**src/rtl/audio_voice_scheduler.sv**
```systemverilog
// audio_voice_scheduler: after SRAM init, each begin_lookup scans a snapshot of
// the key mask and maps pressed keys onto audio channels. Each mapping is an
// ld_addr pulse, SRAM_LAT wait cycles, then an ld_sound pulse. Leftover channels
// are loaded with silence (sound_num 4'hF).
// Optional feature: define AUDIO_SCHED_RR_EN to rotate the scan start point
// after an overflowing scan, so high-index keys are not starved.
module audio_voice_scheduler #(
    parameter int unsigned NUM_KEYS = 12,
    parameter int unsigned NUM_CH   = 4,
    parameter int unsigned SRAM_LAT = 2
) (
    input  logic                Clk,
    input  logic                Reset_n,
    input  logic                Start,
    input  logic                INIT_FINISH,
    input  logic                begin_lookup,
    input  logic [NUM_KEYS-1:0] key_mask,
    output logic                INIT,
    output logic [NUM_CH-1:0]   ld_addr,
    output logic [NUM_CH-1:0]   ld_sound,
    output logic [3:0]          sound_num,
    output logic                busy,
    output logic                done,
    output logic                overflow,
    output logic                lookup_drop
);

    localparam int unsigned CH_W  = $clog2(NUM_CH + 1);
    localparam int unsigned KW    = 4;
    localparam int unsigned LAT_W = 3;

    typedef enum logic [3:0] {
        WAIT_START, SEND_INIT, WAIT_ACK, STANDBY,
        CHECK, ISSUE, WAIT_SRAM, LOAD, FILL, DONE
    } state_t;

    state_t              state_q, state_d;
    logic [KW-1:0]       k_q, k_d, k_step;
    logic [CH_W-1:0]     ch_q, ch_d;
    logic [NUM_KEYS-1:0] snap_q, snap_d;
    logic [LAT_W-1:0]    lat_q, lat_d;
    logic                ovf_d;
    logic                pressed, all_vis, adv;
    logic                init_d, busy_d, done_d;
    logic [NUM_CH-1:0]   ld_addr_d, ld_sound_d;
    logic [3:0]          sound_num_d;
`ifdef AUDIO_SCHED_RR_EN
    logic [KW-1:0]       vis_q, vis_d;
    logic [KW-1:0]       rr_base_q, rr_base_d;
`endif

    // Drop indication is tied to the request itself, so it is flagged in the same cycle
    assign lookup_drop = begin_lookup & busy;

    // Next-state, counter and registered-output decode
    always_comb begin
        state_d   = state_q;
        k_d       = k_q;
        ch_d      = ch_q;
        snap_d    = snap_q;
        lat_d     = lat_q;
        ovf_d     = overflow;
        adv       = 1'b0;
        pressed   = 1'b0;
`ifdef AUDIO_SCHED_RR_EN
        vis_d     = vis_q;
        rr_base_d = rr_base_q;
        k_step    = (k_q == KW'(NUM_KEYS - 1)) ? '0 : k_q + KW'(1);
        all_vis   = (vis_q == KW'(NUM_KEYS));
`else
        k_step    = k_q + KW'(1);
        all_vis   = (k_q == KW'(NUM_KEYS));
`endif
        // key index k maps to the MSB-first bit of the snapshot
        for (int i = 0; i < NUM_KEYS; i++) begin
            if (k_q == KW'(i)) pressed = snap_q[NUM_KEYS-1-i];
        end

        unique case (state_q)
            WAIT_START: if (Start) state_d = SEND_INIT;
            SEND_INIT:  state_d = WAIT_ACK;
            WAIT_ACK:   if (INIT_FINISH) state_d = STANDBY;
            STANDBY: begin
                if (begin_lookup) begin
                    state_d = CHECK;
                    snap_d  = key_mask;
                    ch_d    = '0;
                    ovf_d   = 1'b0;
`ifdef AUDIO_SCHED_RR_EN
                    k_d     = rr_base_q;
                    vis_d   = '0;
`else
                    k_d     = '0;
`endif
                end
            end
            CHECK: begin
                if (all_vis) begin
                    state_d = (ch_q < CH_W'(NUM_CH)) ? FILL : DONE;
                end else if (pressed && (ch_q == CH_W'(NUM_CH))) begin
                    ovf_d   = 1'b1;
                    state_d = DONE;
                end else if (pressed) begin
                    state_d = ISSUE;
                end else begin
                    adv = 1'b1;
                end
            end
            ISSUE: begin
                lat_d   = '0;
                state_d = WAIT_SRAM;
            end
            WAIT_SRAM: begin
                if (lat_q == LAT_W'(SRAM_LAT - 1)) state_d = LOAD;
                else                               lat_d   = lat_q + LAT_W'(1);
            end
            LOAD: begin
                ch_d    = ch_q + CH_W'(1);
                adv     = 1'b1;
                state_d = CHECK;
            end
            FILL: begin
                ch_d = ch_q + CH_W'(1);
                if (ch_q == CH_W'(NUM_CH - 1)) state_d = DONE;
            end
            DONE: begin
`ifdef AUDIO_SCHED_RR_EN
                // k still points at the first pressed key that found no channel
                if (overflow) rr_base_d = k_q;
`endif
                state_d = STANDBY;
            end
            default: state_d = WAIT_START;
        endcase

        if (adv) begin
            k_d = k_step;
`ifdef AUDIO_SCHED_RR_EN
            vis_d = vis_q + KW'(1);
`endif
        end

        // Outputs are decoded from the next state so they register alongside it
        init_d = (state_d == SEND_INIT);
        done_d = (state_d == DONE);
        busy_d = (state_d == CHECK) || (state_d == ISSUE) || (state_d == WAIT_SRAM) ||
                 (state_d == LOAD) || (state_d == FILL) || (state_d == DONE);
        for (int i = 0; i < NUM_CH; i++) begin
            ld_addr_d[i]  = (state_d == ISSUE) && (ch_d == CH_W'(i));
            ld_sound_d[i] = ((state_d == LOAD) || (state_d == FILL)) && (ch_d == CH_W'(i));
        end
        sound_num_d = ((state_d == ISSUE) || (state_d == WAIT_SRAM) || (state_d == LOAD))
                      ? k_d : 4'hF;
    end

    // State, counters and output registers with synchronous reset
    always_ff @(posedge Clk) begin
        if (!Reset_n) begin
            state_q   <= WAIT_START;
            k_q       <= '0;
            ch_q      <= '0;
            snap_q    <= '0;
            lat_q     <= '0;
            overflow  <= 1'b0;
            INIT      <= 1'b0;
            busy      <= 1'b0;
            done      <= 1'b0;
            ld_addr   <= '0;
            ld_sound  <= '0;
            sound_num <= 4'hF;
`ifdef AUDIO_SCHED_RR_EN
            vis_q     <= '0;
            rr_base_q <= '0;
`endif
        end else begin
            state_q   <= state_d;
            k_q       <= k_d;
            ch_q      <= ch_d;
            snap_q    <= snap_d;
            lat_q     <= lat_d;
            overflow  <= ovf_d;
            INIT      <= init_d;
            busy      <= busy_d;
            done      <= done_d;
            ld_addr   <= ld_addr_d;
            ld_sound  <= ld_sound_d;
            sound_num <= sound_num_d;
`ifdef AUDIO_SCHED_RR_EN
            vis_q     <= vis_d;
            rr_base_q <= rr_base_d;
`endif
        end
    end

endmodule

```
**config.mk**
```make
export PLATFORM = sky130hd
export DESIGN_NAME = audio_voice_scheduler
export DESIGN_NICKNAME = d
export VERILOG_FILES = /design/src/rtl/audio_voice_scheduler.sv
export SDC_FILE = /design/constraint.sdc
export NUM_CORES = 1
export LEC_CHECK = 0
export ABC_AREA = 1
export CORE_MARGIN = 2
export CORE_UTILIZATION = 45
export DETAILED_ROUTE_END_ITERATION = 16
export PLACE_DENSITY = 0.69
export SYNTH_ARGS = -nofsm -noshare
export SYNTH_HDL_FRONTEND = slang
export SYNTH_SLANG_ARGS = --single-unit
```
**constraint.sdc**
```tcl
create_clock -name Clk -period 4.9 [get_ports Clk]
set_input_delay 0.735 -clock Clk [delete_from_list [all_inputs] [get_ports Clk]]
set_output_delay 0.735 -clock Clk [all_outputs]
set_load 0.03 [all_outputs]
```
==> metrics.cfg <==
[power_and_ir_drop]
power_density_nw_per_um2=258
p_leak_nw=1.04
peak_vdd_ir_uv=181
clk_pwr_share_pct=32.7
cellInternalPower_w=0.000475
sequentialPowerShare_pct=55.3
comb_power_share_pct=12.0
switchingPower_w=0.000164
p_sw_share_pct=25.7
total_power_w=0.000639

[clocking]
post_cts_resize_count=0
cts.htree.levels=2
cts_hold_buffers=0
cts.repair_timing.setup_buffer_count=0
cts_made_buffers=5
cts-root-to-sink-buffers=2
clkTransAtPathRegs_ns=0.07
clk_latency_worst_skew_pair_ns=0.29
clock_tree.root_cell=sky130_fd_sc_hd__clkbuf_8
number_of_clock_sinks=42
cts_tree=yes

[placed_design]
number_of_buffers_added_on_ports=33
dp_hpwl_um=3130
last_weighted_congestion_value_of_the_routability_driven_placer=0.895

[synthesis]
synth_top_cell_by_area=sky130_fd_sc_hd__dfxtp_1
synth.top_cell.area_share_pct=41.5
synth_area_leaders=sky130_fd_sc_hd__dfxtp_1, sky130_fd_sc_hd__nand2_1, sky130_fd_sc_hd__inv_1
synth_warnings=0
post_syn_area_per_cell_um2=7.19
ys_ff_latch=42
ys_types=28
synthArstFlopShare_pct=0
syn_inst=282
synth_flop_cell=sky130_fd_sc_hd__dfxtp_1
mapped_area_um2=2030
synth_enable_flop_cells=0
syn_nets=308
seq_area_frac_synth_pct=41.5

[sta]
rsz0062_at_grt=false
min_period_over_period_pct=58.5
fin_skew_ns=0.00706
transition_at_the_pin_with_the_smallest_max_transition_slack_ns=0.792
hold_violations=0
timing_max_transition_violations_final=0
achievable-frequency_mhz=349
final.setup.tns_ns=0
period_minus_slack_ns=2.86
worst_slew_margin_rel_pct=47.1
finalSetupViolCount=0

[die]
dieWidth_um=71.1
floorplan.initialDensity_pct=46.6
dieArea_um2=5060
io_pins=34
rows=24
core_um2=4350
floorplan.die.height_um=71.1

[global_route]
gr-usage-all-layers_pct=18.3
grt-ovfl-total=0
largest_net_degree_at_the_start_of_global_routing=24
antenna_found_initial=0
grt_first_pass_wirelength_um=7470
grt_pass1_vias=1812

[critical_path]
worstPathMaxFanout=5
worstPathRequired_ns=4.16
sort_of_element_at_the_end_of_the_critical_path=primary output
timing.critical_path.arrival_ns=2.13
startpoint_type=input pin
critical_path_class=in2out

[routing]
wl_per_cell_um=11.2
routed_wl_um=4140
first_pass_iters=4
drc=0
drt_first_iter_violations=75
total_number_of_vias=1816
postRouteAntennaNets=0
post_drt_via_cell_ratio=4.92

[layout]
layout.cells.most_common=sky130_fd_sc_hd__nand2_1
layout.cells.most_common_list=sky130_fd_sc_hd__nand2_1, sky130_fd_sc_hd__dfxtp_1, sky130_fd_sc_hd__inv_1, sky130_fd_sc_hd__nor2_1, sky130_fd_sc_hd__clkdlybuf4s50_1
filler_cell_count=421
antennaDiodeCount=0
final_nets=343
layout-drive-gt1-share_pct=12.9
final_util_pct=56.9
synthToLayoutAreaGrowth_pct=22.1

[worst_hold_path]
min-delay-path-class=reg2reg

[run]
max-cap-violations=0

[status]
status=completed

power groups by stage:
stage / clock network, W / registers (W) / logic [W]
floorplan: 0 / 0.000364 / 0.0000449
global placement: 0 / 0.000361 / 0.0000761
detailed placement: 0 / 0.000361 / 0.0000767
CTS: 0.000218 / 0.000353 / 0.0000772
global route: 0.000226 / 0.000354 / 0.0000880
finish: 0.000209 / 0.000353 / 0.0000768
path summary, 6_finish.rpt:
| check | start | to | slack (ns) | cells past startpoint |
|---|---|---|---|---|
| worst max-delay path | begin_lookup | lookup_drop | 2.04 | 4 |
| worst min-delay path | snap_q[6] | snap_q[6] | 0.45 | 2 |
| worst max register to register | k_q[0] | sound_num[1] | 2.77 | 18 |
| worst min register to register | snap_q[6] | snap_q[6] | 0.45 | 2 |
synthesized netlist by cell type, types with 3 or more instances:
master / n
sky130_fd_sc_hd__inv_1: 35
sky130_fd_sc_hd__nand3_1: 19
sky130_fd_sc_hd__nand2_1: 55
sky130_fd_sc_hd__inv_2: 12
sky130_fd_sc_hd__ha_1: 9
sky130_fd_sc_hd__clkbuf_1: 4
sky130_fd_sc_hd__nor2_4: 3
sky130_fd_sc_hd__o21ai_1: 3
sky130_fd_sc_hd__nor2_2: 6
sky130_fd_sc_hd__a21oi_1: 25
sky130_fd_sc_hd__o21ai_0: 11
sky130_fd_sc_hd__nor2_1: 35
sky130_fd_sc_hd__nand2_2: 5
sky130_fd_sc_hd__dfxtp_1: 42
layer usage:
layer	share of wire, %	routed length, um	GRT usage, %	vias up
met5	0	0	0	-
met1	45	1870	21.0	829
met3	3.4	141	3.70	7
met4	1.4	57	5.87	0
met2	50	2060	34.0	22
li1	-	-	-	958
flip-flops by register name (all words and copies together), names as in the netlist:
register,cells
snap_q,12
k_q,4
ld_addr,4
ld_sound,4
sound_num,4
state_q,4
ch_q,3
lat_q,3
INIT,1
busy,1
done,1
overflow,1
cells by family after synthesis:
| kind of cell | count (synthesis) | synth area share, % |
|---|---|---|
| buf+inv | 54 | 10.6 |
| fa+ha+maj | 9 | 5.55 |
| simple gates | 127 | 27.9 |
| compound gates | 49 | 14.0 |
| flops | 42 | 41.5 |
| xor+xnor | 1 | 0.432 |
metrics by stage:
stage | hold slack, ns | worst slack [ns] | cells | area (um^2)
floorplan | 0.429 | 3.05 | 282 | 2030
global placement | 0.445 | 2.07 | 362 | 2400
detailed placement | 0.448 | 2.03 | 362 | 2400
CTS | 0.460 | 2.03 | 369 | 2480
global route | 0.482 | 1.93 | 369 | 2480
finish | 0.453 | 2.04 | 369 | 2480
area by class of cell:
class	instances	area, um^2	share of cell area [%]
clock inverters	2	10.0	0.404
repair buffers	33	330	13.3
clock buffers	5	68.8	2.78
well taps	52	65.1	2.63
inverters	49	189	7.63
multi-input cells	186	972	39.3
flip-flops and latches	42	841	34.0
critical path, cell delays in order:
cell and delay (ns):
sky130_fd_sc_hd__clkdlybuf4s50_1 0.59, sky130_fd_sc_hd__nand2_1 0.07, sky130_fd_sc_hd__inv_1 0.06, sky130_fd_sc_hd__clkdlybuf4s50_1 0.67
(Power assumes the default switching activity.)
